--- src/rtl/control_unit.sv ---
// rtl/control_unit.sv - FSM controller producing the memory_system datapath control word
//
// Ports:
//   clk, rst                       clock (rising edge), asynchronous active-low reset
//   run                            leave INIT and start fetching
//   instruction[4:0]               IR contents from memory_system
//   C, N, P, Z                     ALU flags (only Z steers the FSM, in JZ2)
//   ir_sclr, mar_sclr              synchronous clear of IR / MAR
//   enaf                           flag update enable
//   selop[2:0], shamt[1:0]         ALU operation and shift amount
//   bank_wr_en                     write busC into bank[busC_addr]
//   busB_addr[2:0], busC_addr[2:0] bank read / write addresses
//   ir_en, mar_en                  IR <= busC, MAR <= bus_alu
//   wr_rdn                         1 = mem[MAR] <= MDR, 0 = read
//   mdr_alu_n                      busC/MDR source: 1 = MDR, 0 = ALU
//   mdr_en                         MDR load
//   halted                         high in HALT
//   illegal                        one-cycle pulse on an undefined opcode
module control_unit #(
  parameter logic [2:0] REG_PC    = 3'd0,
  parameter logic [2:0] REG_DPTR  = 3'd1,
  parameter logic [2:0] REG_A     = 3'd2,
  parameter logic [2:0] REG_ACC   = 3'd4,
  parameter logic [2:0] SEL_PASS  = 3'b000,
  parameter logic [2:0] SEL_INC   = 3'b001,
  parameter logic [1:0] ALU_SHAMT = 2'b01
) (
  input  logic       clk,
  input  logic       rst,
  input  logic       run,
  input  logic [4:0] instruction,
  input  logic       C,
  input  logic       N,
  input  logic       P,
  input  logic       Z,
  output logic       ir_sclr,
  output logic       mar_sclr,
  output logic       enaf,
  output logic [2:0] selop,
  output logic [1:0] shamt,
  output logic       bank_wr_en,
  output logic [2:0] busB_addr,
  output logic [2:0] busC_addr,
  output logic       ir_en,
  output logic       mar_en,
  output logic       wr_rdn,
  output logic       mdr_alu_n,
  output logic       mdr_en,
  output logic       halted,
  output logic       illegal
);

  typedef enum logic [4:0] {
    S_INIT, S_F0, S_F1, S_F2, S_DEC,
    S_LI0, S_LI1, S_LI2,
    S_LD0, S_LD1, S_LD2,
    S_ST0, S_ST1, S_ST2,
    S_AL0,
    S_JZ0, S_JZ1, S_JZ2,
    S_HALT
  } state_t;

  state_t state_q, state_d;

  // C, N and P are part of the flag bundle but no state consumes them.
  logic unused_flags;
  assign unused_flags = ^{C, N, P};

  always_ff @(posedge clk or negedge rst) begin
    if (!rst) state_q <= S_INIT;
    else      state_q <= state_d;
  end

  always_comb begin
    state_d    = state_q;
    ir_sclr    = 1'b0;
    mar_sclr   = 1'b0;
    enaf       = 1'b0;
    selop      = SEL_PASS;
    shamt      = 2'b00;
    bank_wr_en = 1'b0;
    busB_addr  = 3'd0;
    busC_addr  = 3'd0;
    ir_en      = 1'b0;
    mar_en     = 1'b0;
    wr_rdn     = 1'b0;
    mdr_alu_n  = 1'b0;
    mdr_en     = 1'b0;
    halted     = 1'b0;
    illegal    = 1'b0;

    unique case (state_q)
      S_INIT: begin
        ir_sclr  = 1'b1;
        mar_sclr = 1'b1;
        if (run) state_d = S_F0;
      end
      // Fetch, and the operand fetch of LDI/JZ, share the MAR<=PC / PC++ words.
      S_F0, S_LI0, S_JZ0: begin
        busB_addr = REG_PC;
        mar_en    = 1'b1;
        state_d   = (state_q == S_F0)  ? S_F1  :
                    (state_q == S_LI0) ? S_LI1 : S_JZ1;
      end
      S_F1, S_LI1, S_JZ1: begin
        mdr_en     = 1'b1;
        busB_addr  = REG_PC;
        busC_addr  = REG_PC;
        selop      = SEL_INC;
        bank_wr_en = 1'b1;
        state_d    = (state_q == S_F1)  ? S_F2  :
                     (state_q == S_LI1) ? S_LI2 : S_JZ2;
      end
      S_F2: begin
        mdr_alu_n = 1'b1;
        ir_en     = 1'b1;
        state_d   = S_DEC;
      end
      S_DEC: begin
        casez (instruction)
          5'b00000: state_d = S_F0;
          5'b00001: state_d = S_LI0;
          5'b00010: state_d = S_LD0;
          5'b00011: state_d = S_ST0;
          5'b01???: state_d = S_AL0;
          5'b10000: state_d = S_JZ0;
          5'b11111: state_d = S_HALT;
          default: begin
            illegal = 1'b1;
            state_d = S_F0;
          end
        endcase
      end
      S_LI2, S_LD2: begin
        mdr_alu_n  = 1'b1;
        busC_addr  = REG_ACC;
        bank_wr_en = 1'b1;
        state_d    = S_F0;
      end
      S_LD0: begin
        busB_addr = REG_DPTR;
        mar_en    = 1'b1;
        state_d   = S_LD1;
      end
      S_LD1: begin
        mdr_en  = 1'b1;
        state_d = S_LD2;
      end
      S_ST0: begin
        busB_addr = REG_DPTR;
        mar_en    = 1'b1;
        state_d   = S_ST1;
      end
      S_ST1: begin
        busB_addr = REG_ACC;
        selop     = SEL_PASS;
        mdr_en    = 1'b1;
        state_d   = S_ST2;
      end
      S_ST2: begin
        wr_rdn  = 1'b1;
        state_d = S_F0;
      end
      S_AL0: begin
        busB_addr  = REG_A;
        selop      = instruction[2:0];
        shamt      = ALU_SHAMT;
        enaf       = 1'b1;
        busC_addr  = REG_ACC;
        bank_wr_en = 1'b1;
        state_d    = S_F0;
      end
      S_JZ2: begin
        // Z is taken live this cycle; the target was just loaded into MDR.
        if (Z) begin
          mdr_alu_n  = 1'b1;
          busC_addr  = REG_PC;
          bank_wr_en = 1'b1;
        end
        state_d = S_F0;
      end
      S_HALT: begin
        halted = 1'b1;
      end
      default: state_d = S_INIT;
    endcase
  end

endmodule
--- config.mk ---
export PLATFORM = sky130hd
export DESIGN_NAME = control_unit
export DESIGN_NICKNAME = d
export VERILOG_FILES = /design/src/rtl/control_unit.sv
export SDC_FILE = /design/constraint.sdc
export NUM_CORES = 1
export LEC_CHECK = 0
export ABC_AREA = 1
export BUFFER_PORTS_ARGS = -buffer_cell sky130_fd_sc_hd__buf_4
export CELL_PAD_IN_SITES_DETAIL_PLACEMENT = 0
export CELL_PAD_IN_SITES_GLOBAL_PLACEMENT = 2
export CORE_ASPECT_RATIO = 1.75
export CORE_UTILIZATION = 22
export DETAILED_ROUTE_END_ITERATION = 10
export PLACE_DENSITY = 0.82
export SLEW_MARGIN = 20
export SYNTH_ARGS = -nofsm -noshare
export SYNTH_HDL_FRONTEND = slang
export SYNTH_SLANG_ARGS = --single-unit
--- constraint.sdc ---
create_clock -name clk -period 2.7 [get_ports clk]
set_clock_uncertainty 0.05 [all_clocks]
set_input_delay 0.81 -clock clk [delete_from_list [all_inputs] [get_ports clk]]
set_output_delay 0.81 -clock clk [all_outputs]
set_load 0.02 [all_outputs]
Word-level counts from Yosys, hierarchy flattened
Index checks and enable logic that the tools add are counted.

cells by class
  equal/unequal tests = 25
  multiplexer cells = 23
  bitwise operators = 1
  reduce and logical (&&, ||, !) cells = 13

operators with widths
  operator                                                                count
  5-bit one-hot mux with 11 select lines                                  1
  5-bit by 4-bit equality test with 1-bit output (second input constant)  8
  5-bit one-hot mux with 6 select lines                                   1
  5-bit equality test (second input constant)                             5
  5-bit two-way mux                                                       5
  5-bit by 2-bit equality test with 1-bit output (second input constant)  4
  5-bit by 3-bit equality test with 1-bit output (second input constant)  4
  5-bit OR reduction                                                      3
  3-bit OR reduction                                                      4
  1-bit two-way mux                                                       11
  5-bit by 1-bit equality test with 1-bit output (second input constant)  2
  5-bit zero test                                                         2
  3-bit one-hot mux with 3 select lines                                   1
  7-bit OR reduction                                                      1
  3-bit one-hot mux with 2 select lines                                   1
  6-bit OR reduction                                                      1
  1-bit one-hot mux with 2 select lines                                   2
  3-bit two-way mux                                                       1
  2-bit by 1-bit equality test with 1-bit output (second input constant)  1
  2-bit != test (second input constant)                                   1
  2-bit AND reduction                                                     1
  2-bit OR reduction                                                      1
  1-bit NOT                                                               1

storage, ports and cells
  register bits after elaboration = 5
  bits of input ports = 12

Longest topological paths before layout
Gate-level depths: netlist of run 1.

  depth after elaboration = 4
  mapped depth = 8
  gate-level depth less buffers = 8

Worst setup path after synthesis of run 1
OpenSTA, ideal clock, no wires.

  path type = input-to-output
  start = input port instruction[3]
  end = output port illegal
  arrival = 1.548 ns
  data required time = 1.840 ns
  slack = 0.292 ns
  stages = 6
  path buffers = 0
  path through = nor2_1 > nand2_1 > a21oi_1 > nor2_1 > nand3_1 > a21oi_1

on the way
  word-level cells in the longest chain between the ends = 4
  elaborated cells on any way between the ends = 10
  those cells by class = 6 x eq/ne; 2 x mux; 2 x reduce/logical

ends and longest elaborated chain
  item                                         line  text
  start, declared                              31    input logic [4:0] instruction,
  5-bit equality test (tied with other cells)  120   casez (instruction)
  7-bit OR reduction (no source line) (*)      --
  1-bit two-way mux (*)                        120
  1-bit two-way mux (*)                        92    unique case (state_q)
  end, declared                                50    output logic illegal

Mark *: on every way between the ends. The rest lies on a longest branch, timed or not.

Worst setup path in the final report of run 1
Ends and elaborated chain as after synthesis.

==> results of run 1 <==
==> power breakdown <==
group          leakage (nW)  switching [mW]  internal, mW  total, mW
Sequential           0.0635          0.0442         0.107      0.151
Clock                0.0228          0.0345         0.101      0.136
Combinational         0.466           0.433         0.256      0.688
==> path summary, 6_finish.rpt <==
| check | from | end | slack, ns | cells after the start |
|---|---|---|---|---|
| worst max-delay path | instruction[3] | illegal | 0.16 | 8 |
| worst min-delay path | rst | state_q[3] | 0.33 | 1 |
| worst max register to register | state_q[2] | state_q[0] | 1.15 | 7 |
| worst min register to register | state_q[0] | state_q[3] | 0.59 | 2 |
| max in group asynchronous | rst | state_q[0] | 2.16 | 1 |
| min in group clk | state_q[0] | state_q[3] | 0.59 | 2 |
==> critical path, cell delays in order <==
cell	delay, ns
sky130_fd_sc_hd__buf_4	0.13
sky130_fd_sc_hd__nor2_4	0.12
sky130_fd_sc_hd__nand2_2	0.10
sky130_fd_sc_hd__a21oi_2	0.15
sky130_fd_sc_hd__nor2_1	0.07
sky130_fd_sc_hd__nand3_1	0.09
sky130_fd_sc_hd__a21oi_1	0.05
sky130_fd_sc_hd__buf_4	0.16
==> stage by stage <==
stage	worst slack [ns]	utilization	std cells
global route	0.0331	0.324	177
finish	0.160	0.324	177
global placement	0.0485	0.300	173
CTS	0.0344	0.316	177
floorplan	0.292	-	123
detailed placement	0.0417	0.300	173
==> metal layers <==
layer	wire length, um	GRT usage	vias up
met3	39	0.0240	5
met5	0	0	-
met1	707	0.114	374
met4	32	0.0521	0
met2	1480	0.327	19
li1	-	-	426
==> cell usage after synthesis <==
library cell	instances
sky130_fd_sc_hd__o21ai_0	7
sky130_fd_sc_hd__nor2_4	1
sky130_fd_sc_hd__inv_1	22
sky130_fd_sc_hd__nand2_1	21
sky130_fd_sc_hd__nand3_1	12
sky130_fd_sc_hd__inv_2	1
sky130_fd_sc_hd__nor2_2	5
sky130_fd_sc_hd__nand2_2	1
sky130_fd_sc_hd__nor3b_1	1
sky130_fd_sc_hd__nor3_1	3
sky130_fd_sc_hd__buf_4	5
sky130_fd_sc_hd__a21oi_1	6
sky130_fd_sc_hd__dfrtp_1	5
sky130_fd_sc_hd__nand3_2	1
sky130_fd_sc_hd__nor2_1	24
sky130_fd_sc_hd__o211ai_1	1
sky130_fd_sc_hd__clkbuf_8	1
sky130_fd_sc_hd__conb_1	1
sky130_fd_sc_hd__nand4_1	3
==> cell families after synthesis <==
family / share of synthesized area
buf+inv: 0.206
compound gates: 0.109
other cells: 0.00561
simple gates: 0.493
flops: 0.187
==> final cells by class <==
class	instances	area share
clock buffer	4	0.0480
inverter	23	0.0920
multi-input combinational	89	0.465
sequential	5	0.133
tap	28	0.0373
timing repair buffer	28	0.224
==> impl_table.tex, run 1 <==
\begin{tabular}{lr}
\hline
Metric & Value \\
\hline
\multicolumn{2}{l}{\textbf{Run status}} \\
Run status & complete, but fails checks \\
Violated checks & DRC \\
\multicolumn{2}{l}{\textbf{Floorplanning}} \\
Die width & 43.7 um \\
Die Span Y & 74.9 um \\
Num ports & 34 \\
Standard-cell row count & 26 \\
Area of the core & 0.00290 mm\^{}2 \\
Die Outline Area & 0.00327 mm\^{}2 \\
Starting density of the core & 0.231 \\
\multicolumn{2}{l}{\textbf{Clock tree}} \\
Clock transition at path regs & 0.03 ns \\
Number of CTS-inserted buffers & 3 \\
CTS HTree Levels & 1 \\
Cts hold-fix bufs & 0 \\
Post-cts sizing count & 0 \\
CTS max path bufs & 2 \\
TritonCTS clock tree & done \\
Post-CTS Setup Repair Bufs & 0 \\
Clock network latency to the later pin of the worst-skew pair & 0.22 ns \\
Clock root buffer master & sky130\_fd\_sc\_hd\_\_clkbuf\_8 \\
Sinks on the clock net & 5 \\
\multicolumn{2}{l}{\textbf{STA}} \\
Count of final hold-check violations & 0 \\
Smallest hold slack & 0.331 ns \\
Number of setup violations in the final report & 0 \\
Total Negative Setup Slacks & 0 ns \\
Final critical path time including I/O delays and setup & 2.54 ns \\
Highest achievable clock rate & 394 MHz \\
Setup repair after global routing missed its margin & false \\
Slew Limit Fails & 0 \\
Fraction of the cycle the final worst path needs & 0.941 \\
\multicolumn{2}{l}{\textbf{Worst setup path}} \\
Worst Path Max Fanout & 5 \\
Arr. time, crit path & 1.68 ns \\
Required time reported for the critical path endpoint & 1.84 ns \\
Crit path kind & input port to output pin \\
Endpoint class of the critical path & output pin \\
Critical path launch point type & input port \\
\multicolumn{2}{l}{\textbf{Detailed routing}} \\
Detailed-route vias per instance & 4.66 \\
Via count & 824 \\
Total Routed Length & 2250 um \\
Number of violations reported at the end of detailed-routing iteration 0 & 9 \\
DRC violation count after routing & 1 \\
Average wire length per cell after detail routing & 12.7 um \\
Iteration count of the initial detailed-routing pass & 7 \\
Number of nets still failing antenna checks after routing & 0 \\
\multicolumn{2}{l}{\textbf{Finish}} \\
Net count of the finished layout & 162 \\
Register with the highest flop count & state\_q \\
FILL cells & 338 \\
Top library cells by usage in the layout, fill and taps aside & sky130\_fd\_sc\_hd\_\_buf\_4, sky130\_fd\_sc\_hd\_\_inv\_1, sky130\_fd\_sc\_hd\_\_nor2\_1 \\
Commonest non-fill, non-tap cell in the layout & sky130\_fd\_sc\_hd\_\_buf\_4 \\
Syn-to-layout area delta & 40.4\% \\
Multi-input combinational cell area & 437 um\^{}2 \\
Antenna Diode Count & 0 \\
Proportion of layout cells with a drive suffix above 1 & 0.309 \\
Largest registers ranked by flip-flop count & state\_q (5) \\
Sequential standard cell area & 125 um\^{}2 \\
Number of flip-flops in the largest register & 5 \\
Final design instance area without fill & 938 um\^{}2 \\
\multicolumn{2}{l}{\textbf{Global routing}} \\
Overall fraction of global-route tracks in use & 0.146 \\
Largest net degree at the start of global routing & 10 \\
Global-route wire length before repair & 3420 um \\
Congestion Overflow GR & 0 \\
Number of antenna violations at the first check in global routing & 0 \\
Via count of the first global-routing pass & 806 \\
\multicolumn{2}{l}{\textbf{Yosys}} \\
Netlist area before placement & 668 um\^{}2 \\
Yosys reg bits & 5 \\
Top area cells in the synthesized netlist & sky130\_fd\_sc\_hd\_\_dfrtp\_1, sky130\_fd\_sc\_hd\_\_nor2\_1, sky130\_fd\_sc\_hd\_\_inv\_1, sky130\_fd\_sc\_hd\_\_nand2\_1, sky130\_fd\_sc\_hd\_\_nand3\_1 \\
Area leader, netlist & sky130\_fd\_sc\_hd\_\_dfrtp\_1 \\
Yosys warns & 0 \\
Number of instances in the synthesized netlist & 121 \\
Synthesized area divided by synthesized cell count & 5.52 um\^{}2 \\
Sequential share of the synthesized area & 0.187 \\
Library cells used by synthesis & 19 \\
Area share of the leading cell type in the synthesized netlist & 0.187 \\
\multicolumn{2}{l}{\textbf{Pwr}} \\
Worst vdd ir & 0.375 mV \\
Static leakage power & 0.552 nW \\
Overall power & 0.975 mW \\
Power per cell area & 1040 mW/mm\^{}2 \\
\multicolumn{2}{l}{\textbf{Worst hold path}} \\
Hold WC Path Type & input port to async pin \\
\multicolumn{2}{l}{\textbf{Run}} \\
Count of max-cap constraint violations & 0 \\
\multicolumn{2}{l}{\textbf{Place}} \\
Detail Placement HPWL & 1950 um \\
Placement Cell Area & 870 um\^{}2 \\
Count of port buffers added during placement & 27 \\
Global placement routability congestion & 0.945 \\
\hline
\end{tabular}
No activity file was read; power rests on OpenSTA's default activity.
==> run 2, diff against run 1 <==
- ABC_AREA: 1 -> not set
- CORE_UTILIZATION: 22 -> 26
- PLACE_DENSITY: 0.82 -> 0.81
==> impl_table.tex, run 2 <==
\begin{tabular}{lr}
\hline
Metric & Value \\
\hline
\multicolumn{2}{l}{\textbf{Yosys}} \\
Async S/R FF share, synth & 1.00 (unchanged) \\
Top area cells in the synthesized netlist & sky130\_fd\_sc\_hd\_\_dfrtp\_1, sky130\_fd\_sc\_hd\_\_nor2\_1, sky130\_fd\_sc\_hd\_\_a21oi\_1, sky130\_fd\_sc\_hd\_\_clkbuf\_8, sky130\_fd\_sc\_hd\_\_nand2\_1 (was sky130\_fd\_sc\_hd\_\_dfrtp\_1, sky130\_fd\_sc\_hd\_\_nor2\_1, sky130\_fd\_sc\_hd\_\_inv\_1, sky130\_fd\_sc\_hd\_\_nand2\_1, sky130\_fd\_sc\_hd\_\_nand3\_1) \\
Sequential share of the synthesized area & 0.148 (was 0.187) \\
Synthesized area divided by synthesized cell count & 6.88 um\^{}2 (was 5.52 um\^{}2) \\
Most used standard cells in the synthesized netlist & sky130\_fd\_sc\_hd\_\_nor2\_1, sky130\_fd\_sc\_hd\_\_nand2\_1, sky130\_fd\_sc\_hd\_\_a21oi\_1 (was sky130\_fd\_sc\_hd\_\_nor2\_1, sky130\_fd\_sc\_hd\_\_inv\_1, sky130\_fd\_sc\_hd\_\_nand2\_1) \\
Area leader, netlist & sky130\_fd\_sc\_hd\_\_dfrtp\_1 (unchanged) \\
Netlist area before placement & 846 um\^{}2 (was 668 um\^{}2) \\
Main synth FF type & sky130\_fd\_sc\_hd\_\_dfrtp\_1 (unchanged) \\
Leading cell type by number of instances after synthesis & sky130\_fd\_sc\_hd\_\_nor2\_1 (unchanged) \\
EDFF count, synth & 0 (unchanged) \\
Number of instances in the synthesized netlist & 123 (was 121) \\
Library cells used by synthesis & 47 (was 19) \\
Yosys warns & 0 (unchanged) \\
Area share of the leading cell type in the synthesized netlist & 0.148 (was 0.187) \\
Yosys reg bits & 5 (unchanged) \\
\multicolumn{2}{l}{\textbf{Clock tree}} \\
Clock root buffer master & sky130\_fd\_sc\_hd\_\_clkbuf\_8 (unchanged) \\
Number of CTS-inserted buffers & 3 (unchanged) \\
TritonCTS clock tree & done (unchanged) \\
Cts hold-fix bufs & 0 (unchanged) \\
Sinks on the clock net & 5 (unchanged) \\
Clock network latency to the later pin of the worst-skew pair & 0.22 ns (about the same) \\
CTS max path bufs & 2 (unchanged) \\
Post-cts sizing count & 0 (unchanged) \\
Post-CTS Setup Repair Bufs & 0 (unchanged) \\
CTS HTree Levels & 1 (unchanged) \\
Clock transition at path regs & 0.04 ns (was 0.03 ns) \\
\multicolumn{2}{l}{\textbf{Detailed routing}} \\
Number of nets still failing antenna checks after routing & 0 (unchanged) \\
Total Routed Length & 2500 um (was 2250 um) \\
Via count & 979 (was 824) \\
Detailed-route vias per instance & 5.18 (was 4.66) \\
Average wire length per cell after detail routing & 13.2 um (was 12.7 um) \\
Number of violations reported at the end of detailed-routing iteration 0 & 30 (was 9) \\
DRC violation count after routing & 0 (was 1) \\
Iteration count of the initial detailed-routing pass & 4 (was 7) \\
\multicolumn{2}{l}{\textbf{Pwr}} \\
Part of the power in the clock network & 0.128 (was 0.139) \\
Static leakage power & 0.465 nW (was 0.552 nW) \\
Worst vdd ir & 0.339 mV (was 0.375 mV) \\
Share of total power consumed by net switching & 0.508 (was 0.525) \\
Overall power & 1.09 mW (was 0.975 mW) \\
Total internal power & 0.534 mW (was 0.464 mW) \\
Proportion of power drawn by flip-flops and latches & 0.154 (was 0.155) \\
Power per cell area & 993 mW/mm\^{}2 (was 1040 mW/mm\^{}2) \\
Switch Pwr & 0.552 mW (was 0.511 mW) \\
Combinational fraction of design power & 0.718 (was 0.706) \\
\multicolumn{2}{l}{\textbf{STA}} \\
Count of final hold-check violations & 0 (unchanged) \\
Final critical path time including I/O delays and setup & 2.53 ns (was 2.54 ns) \\
Worst-Margin Slew & 0.520 ns \\
Relative slew slack & 0.644 \\
Setup repair after global routing missed its margin & false (unchanged) \\
Fraction of the cycle the final worst path needs & 0.938 (was 0.941) \\
Smallest hold slack & 0.325 ns (was 0.331 ns) \\
Total Negative Setup Slacks & 0 ns (unchanged) \\
Slew Limit Fails & 0 (unchanged) \\
Highest achievable clock rate & 395 MHz (was 394 MHz) \\
Number of setup violations in the final report & 0 (unchanged) \\
\multicolumn{2}{l}{\textbf{Finish}} \\
Proportion of layout cells with a drive suffix above 1 & 0.329 (was 0.309) \\
Antenna Diode Count & 0 (unchanged) \\
Top library cells by usage in the layout, fill and taps aside & sky130\_fd\_sc\_hd\_\_buf\_4, sky130\_fd\_sc\_hd\_\_nor2\_1, sky130\_fd\_sc\_hd\_\_nand2\_1 (was sky130\_fd\_sc\_hd\_\_buf\_4, sky130\_fd\_sc\_hd\_\_inv\_1, sky130\_fd\_sc\_hd\_\_nor2\_1) \\
Sequential standard cell area & 125 um\^{}2 (unchanged) \\
Net count of the finished layout & 159 (was 162) \\
Multi-input combinational cell area & 602 um\^{}2 (was 437 um\^{}2) \\
Number of flip-flops in the largest register & 5 (unchanged) \\
Post-Route Utilization & 0.351 (was 0.324) \\
Register with the highest flop count & state\_q (unchanged) \\
Syn-to-layout area delta & 29.1\% (was 40.4\%) \\
FILL cells & 364 (was 338) \\
Commonest non-fill, non-tap cell in the layout & sky130\_fd\_sc\_hd\_\_buf\_4 (unchanged) \\
Largest registers ranked by flip-flop count & state\_q (5) (unchanged) \\
\multicolumn{2}{l}{\textbf{Worst setup path}} \\
Launch instance of the worst register-to-register path & state\_q[0] (was state\_q[2]) \\
Worst Path Max Fanout & 9 (was 5) \\
Launching instance or port of the critical path & state\_q[4] (was instruction[3]) \\
Reg-to-reg setup timing slack & 0.94 ns (was 1.15 ns) \\
Crit path kind & register to output pin (was input port to output pin) \\
Worst reg-to-reg path cell count & 5 (was 7) \\
Endpoint class of the critical path & output pin (unchanged) \\
Critical R2R Capture & state\_q[4] (was state\_q[0]) \\
Arr. time, crit path & 1.67 ns (was 1.68 ns) \\
Required time reported for the critical path endpoint & 1.84 ns (about the same) \\
Critical path launch point type & register (was input port) \\
\multicolumn{2}{l}{\textbf{Floorplanning}} \\
Starting density of the core & 0.272 (was 0.231) \\
Die width & 45.1 um (was 43.7 um) \\
Standard-cell row count & 27 (was 26) \\
Die Span Y & 77.5 um (was 74.9 um) \\
Num ports & 34 (unchanged) \\
Area of the core & 0.00311 mm\^{}2 (was 0.00290 mm\^{}2) \\
Die Outline Area & 0.00349 mm\^{}2 (was 0.00327 mm\^{}2) \\
\multicolumn{2}{l}{\textbf{Global routing}} \\
Congestion Overflow GR & 0 (unchanged) \\
Number of antenna violations at the first check in global routing & 0 (unchanged) \\
Via count of the first global-routing pass & 833 (was 806) \\
Global-route wire length before repair & 3920 um (was 3420 um) \\
Largest net degree at the start of global routing & 15 (was 10) \\
Overall fraction of global-route tracks in use & 0.151 (was 0.146) \\
\multicolumn{2}{l}{\textbf{Run status}} \\
Run status & finished clean (was complete, but fails checks) \\
\multicolumn{2}{l}{\textbf{Worst hold path}} \\
Hold WC Path Type & input port to async pin (unchanged) \\
\multicolumn{2}{l}{\textbf{Run}} \\
Count of max-cap constraint violations & 0 (unchanged) \\
\multicolumn{2}{l}{\textbf{Place}} \\
Detail Placement HPWL & 1900 um (was 1950 um) \\
Count of port buffers added during placement & 27 (unchanged) \\
Global placement routability congestion & 0.800 (was 0.945) \\
\hline
\end{tabular}
## run 2: cell count changes after synthesis, moves of 4 or more
cell                       change
sky130_fd_sc_hd__inv_1        -19
sky130_fd_sc_hd__nand2_1      -10
sky130_fd_sc_hd__nand3_1       -9
sky130_fd_sc_hd__nor2_1        -9
sky130_fd_sc_hd__clkbuf_1      +7
sky130_fd_sc_hd__nor2_2        -5
sky130_fd_sc_hd__nand2b_1      +4
sky130_fd_sc_hd__nor2b_1       +4
## run 2: worst max path at each step
stage / to / slack (ns) / depth (start not counted)
6_report: mdr_en / 0.17 / 5
5_1_grt: mdr_alu_n / 0.02 / 5
4_1_cts: mdr_en / 0.15 / 5
3_5_place_dp: illegal / 0.21 / 6
3_3_place_gp: illegal / 0.25 / 6
2_1_floorplan: illegal / 0.24 / 4
## run 2: kinds of logic after synthesis
kind of cell | count (synthesis) | share of synthesized area
AOI/OAI and AO/OA | 37 | 0.300
xor gates and xnor gates | 1 | 0.0104
buffers and inverters | 20 | 0.157
DFF | 5 | 0.148
other | 1 | 0.00443
and+or+nand+nor | 59 | 0.380
## run 2: layout make-up
class | instances | area share
clock buffers | 4 | 0.0412
inverters | 3 | 0.0103
multi-input cells | 100 | 0.551
flip-flops and latches | 5 | 0.115
well taps | 43 | 0.0493
repair buffers | 34 | 0.234
## run 2: through the flow
stage	setup slack, ns	cell area, um^2	instances
after global routing	0.0234	1090	189
final	0.167	1090	189
after CTS	0.151	1090	189
after detailed placement	0.208	1050	185
after global placement	0.250	1050	185
after floorplan	0.242	860	125
## run 2: power by group through the flow
stage,Clock (mW),Sequential [mW],Combinational [mW]
3_3_place_gp,0,0.168,0.765
2_1_floorplan,0,0.116,0.590
3_5_place_dp,0,0.169,0.775
6_report,0.139,0.167,0.779
4_1_cts,0.142,0.168,0.778
5_1_grt,0.145,0.176,0.852
## run 2: critical path, stage by stage (launching register included)
cell	delay, ns
sky130_fd_sc_hd__dfrtp_1	0.46
sky130_fd_sc_hd__and2b_2	0.28
sky130_fd_sc_hd__nand2_1	0.17
sky130_fd_sc_hd__o22a_1	0.24
sky130_fd_sc_hd__o21ai_0	0.14
sky130_fd_sc_hd__buf_4	0.16
## run 2: layer usage
| layer | routed length, um | global-route usage | vias up | share of wire |
|---|---|---|---|---|
| li1 | - | - | 477 | - |
| met4 | 23 | 0.0636 | 0 | 0.0092 |
| met5 | 0 | 0 | - | 0 |
| met1 | 992 | 0.169 | 464 | 0.40 |
| met3 | 105 | 0.0209 | 2 | 0.042 |
| met2 | 1380 | 0.268 | 36 | 0.55 |
==> run 3, diff against run 2 <==
- CORE_UTILIZATION: 26 -> 22
- PLACE_DENSITY: 0.81 -> not set
- PLACE_DENSITY_LB_ADDON: not set -> 0.1
- clock period: 2.7 -> 2.14 ns (I/O delays scaled with it)
==> impl_table.tex, run 3 (synthesis gave the netlist of run 2 again) <==
\begin{tabular}{lr}
\hline
Metric & Value \\
\hline
\multicolumn{2}{l}{\textbf{Finish}} \\
Net count of the finished layout & 182 (was 159) \\
Largest registers ranked by flip-flop count & state\_q (5) (unchanged) \\
Final design instance area without fill & 0.00145 mm\^{}2 (was 0.00109 mm\^{}2) \\
Antenna Diode Count & 0 (unchanged) \\
Number of flip-flops in the largest register & 5 (unchanged) \\
Register with the highest flop count & state\_q (unchanged) \\
Syn-to-layout area delta & 71.0\% (was 29.1\%) \\
FILL cells & 401 (was 364) \\
Commonest non-fill, non-tap cell in the layout & sky130\_fd\_sc\_hd\_\_buf\_4 (unchanged) \\
Proportion of layout cells with a drive suffix above 1 & 0.550 (was 0.329) \\
Non-filler cells, final & 215 (was 189) \\
Top library cells by usage in the layout, fill and taps aside & sky130\_fd\_sc\_hd\_\_buf\_4, sky130\_fd\_sc\_hd\_\_buf\_6, sky130\_fd\_sc\_hd\_\_nor2\_1 (was sky130\_fd\_sc\_hd\_\_buf\_4, sky130\_fd\_sc\_hd\_\_nor2\_1, sky130\_fd\_sc\_hd\_\_nand2\_1) \\
\multicolumn{2}{l}{\textbf{Worst setup path}} \\
Critical R2R Capture & state\_q[4] (unchanged) \\
Worst Path Max Fanout & 5 (was 9) \\
Launch instance of the worst register-to-register path & state\_q[3] (was state\_q[0]) \\
Critical path launch point type & register (unchanged) \\
Arr. time, crit path & 1.48 ns (was 1.67 ns) \\
Termination of the worst setup path & mdr\_en (unchanged) \\
Reg-to-reg setup timing slack & 0.58 ns (was 0.94 ns) \\
Crit path kind & register to output pin (unchanged) \\
Launching instance or port of the critical path & state\_q[4] (unchanged) \\
Worst reg-to-reg path cell count & 5 (unchanged) \\
Required time reported for the critical path endpoint & 1.45 ns (was 1.84 ns) \\
Endpoint class of the critical path & output pin (unchanged) \\
\multicolumn{2}{l}{\textbf{Pwr}} \\
Total internal power & 0.953 mW (was 0.534 mW) \\
Power per cell area & 1240 mW/mm\^{}2 (was 993 mW/mm\^{}2) \\
Worst vdd ir & 0.394 mV (was 0.339 mV) \\
Static leakage power & 0.630 nW (was 0.465 nW) \\
Share of total power consumed by net switching & 0.470 (was 0.508) \\
Combinational fraction of design power & 0.797 (was 0.718) \\
Part of the power in the clock network & 0.094 (was 0.128) \\
Proportion of power drawn by flip-flops and latches & 0.108 (was 0.154) \\
Switch Pwr & 0.844 mW (was 0.552 mW) \\
\multicolumn{2}{l}{\textbf{STA}} \\
Setup slack after layout & -0.0273 ns (was 0.167 ns) \\
Final critical path time including I/O delays and setup & 2.17 ns \\
Fraction of the cycle the final worst path needs & 1.01 \\
Highest achievable clock rate & 461 MHz \\
Count of final hold-check violations & 0 (unchanged) \\
Setup repair after global routing missed its margin & true (was false) \\
Slew Limit Fails & 0 (unchanged) \\
Number of setup violations in the final report & 1 (was 0) \\
\multicolumn{2}{l}{\textbf{Clock tree}} \\
Clock root buffer master & sky130\_fd\_sc\_hd\_\_clkbuf\_8 (unchanged) \\
CTS max path bufs & 2 (unchanged) \\
Number of CTS-inserted buffers & 3 (unchanged) \\
Cts hold-fix bufs & 0 (unchanged) \\
TritonCTS clock tree & done (unchanged) \\
Sinks on the clock net & 5 (unchanged) \\
Clock network latency to the later pin of the worst-skew pair & 0.22 ns (about the same) \\
Clock transition at path regs & 0.03 ns (was 0.04 ns) \\
CTS HTree Levels & 1 (unchanged) \\
\multicolumn{2}{l}{\textbf{Detailed routing}} \\
Average wire length per cell after detail routing & 13.5 um (was 13.2 um) \\
Iteration count of the initial detailed-routing pass & 4 (unchanged) \\
Number of nets still failing antenna checks after routing & 0 (unchanged) \\
Detailed-route vias per instance & 4.86 (was 5.18) \\
Total Routed Length & 2900 um (was 2500 um) \\
Via count & 1044 (was 979) \\
DRC violation count after routing & 0 (unchanged) \\
Number of violations reported at the end of detailed-routing iteration 0 & 16 (was 30) \\
\multicolumn{2}{l}{\textbf{Worst hold path}} \\
Hold WC Path Type & input port to async pin (unchanged) \\
\multicolumn{2}{l}{\textbf{Place}} \\
Detail Placement HPWL & 2200 um (was 1900 um) \\
Placement Cell Area & 0.00115 mm\^{}2 (was 0.00105 mm\^{}2) \\
Cell total after placement & 198 (was 185) \\
Count of port buffers added during placement & 27 (unchanged) \\
Global placement routability congestion & 0.771 (was 0.800) \\
\multicolumn{2}{l}{\textbf{Floorplanning}} \\
Die Span Y & 84.0 um (was 77.5 um) \\
Standard-cell row count & 29 (was 27) \\
Starting density of the core & 0.231 (was 0.272) \\
Area of the core & 0.00366 mm\^{}2 (was 0.00311 mm\^{}2) \\
Die Outline Area & 0.00411 mm\^{}2 (was 0.00349 mm\^{}2) \\
Num ports & 34 (unchanged) \\
Die width & 48.9 um (was 45.1 um) \\
\multicolumn{2}{l}{\textbf{Global routing}} \\
Global-route wire length before repair & 4850 um (was 3920 um) \\
Number of antenna violations at the first check in global routing & 0 (unchanged) \\
Congestion Overflow GR & 0 (unchanged) \\
Via count of the first global-routing pass & 1037 (was 833) \\
Largest net degree at the start of global routing & 13 (was 15) \\
Overall fraction of global-route tracks in use & 0.149 (was 0.151) \\
\multicolumn{2}{l}{\textbf{Run}} \\
Count of max-cap constraint violations & 0 (unchanged) \\
\multicolumn{2}{l}{\textbf{Run status}} \\
Run status & complete, but fails checks (was finished clean) \\
Violated checks & setup timing \\
\hline
\end{tabular}
run 3: cell count changes in the layout (fill, tap and decap cells not counted), sizes merged:
cell,before,now
buf,34,57
run 3: layer usage:
metal  track usage  share of wire  up-vias
met2         0.299           0.61       14
met1         0.158           0.37      502
met3       0.00729          0.014        0
met4        0.0428              0        0
met5             0              0        -
li1              -              -      528
run 3: layout make-up:
type,count,area (um^2),area share
tap,46,57.6,0.0398
multi-input combinational,100,719,0.497
timing repair buffer,57,484,0.335
inverter,3,11.3,0.00779
clock buffer,4,45.0,0.0311
sequential,5,129,0.0891
run 3: how the worst min path moves through the flow:
stage,start,endpoint,slack (ns),cells after the start
after floorplan,rst,state_q[0],0.30,0
after global placement,rst,state_q[3],0.39,1
after detailed placement,rst,state_q[4],0.39,1
after CTS,rst,state_q[2],0.16,1
after global routing,rst,state_q[4],0.16,1
final,rst,state_q[1],0.16,1
run 3: power by group through the flow:
stage | logic [mW] | registers [mW] | clock network [mW]
after floorplan | 0.788 | 0.146 | 0
after global placement | 1.11 | 0.209 | 0
after detailed placement | 1.11 | 0.210 | 0
after CTS | 1.32 | 0.191 | 0.173
after global routing | 1.57 | 0.202 | 0.182
final | 1.43 | 0.195 | 0.169
run 3: repair_timing:
action                     4_1_cts  5_1_grt
pin swaps                        2        9
setup buffers                   12        1
setup endpoints to repair       17       14
gates resized for setup         22       23
run 3: worst max-delay path, cell delays in order, from the launching register on:
cell and delay, ns:
sky130_fd_sc_hd__dfrtp_1 0.41, sky130_fd_sc_hd__buf_6 0.15, sky130_fd_sc_hd__and3b_1 0.20, sky130_fd_sc_hd__a21oi_1 0.04, sky130_fd_sc_hd__o22a_1 0.16, sky130_fd_sc_hd__o21ai_1 0.14
sky130_fd_sc_hd__buf_4 0.16
run 3: stage by stage:
| stage | power, mW | worst slack [ns] | utilization | hold WS, ns | setup TNS (ns) |
|---|---|---|---|---|---|
| after floorplan | 0.934 | -0.0545 | - | 0.296 | -0.102 |
| after global placement | 1.32 | 0.0179 | 0.315 | 0.391 | 0 |
| after detailed placement | 1.32 | 0.0167 | 0.315 | 0.393 | 0 |
| after CTS | 1.68 | -0.0350 | 0.369 | 0.162 | -0.0885 |
| after global routing | 1.95 | -0.0876 | 0.395 | 0.162 | -0.333 |
| final | 1.80 | -0.0273 | 0.395 | 0.165 | -0.0273 |
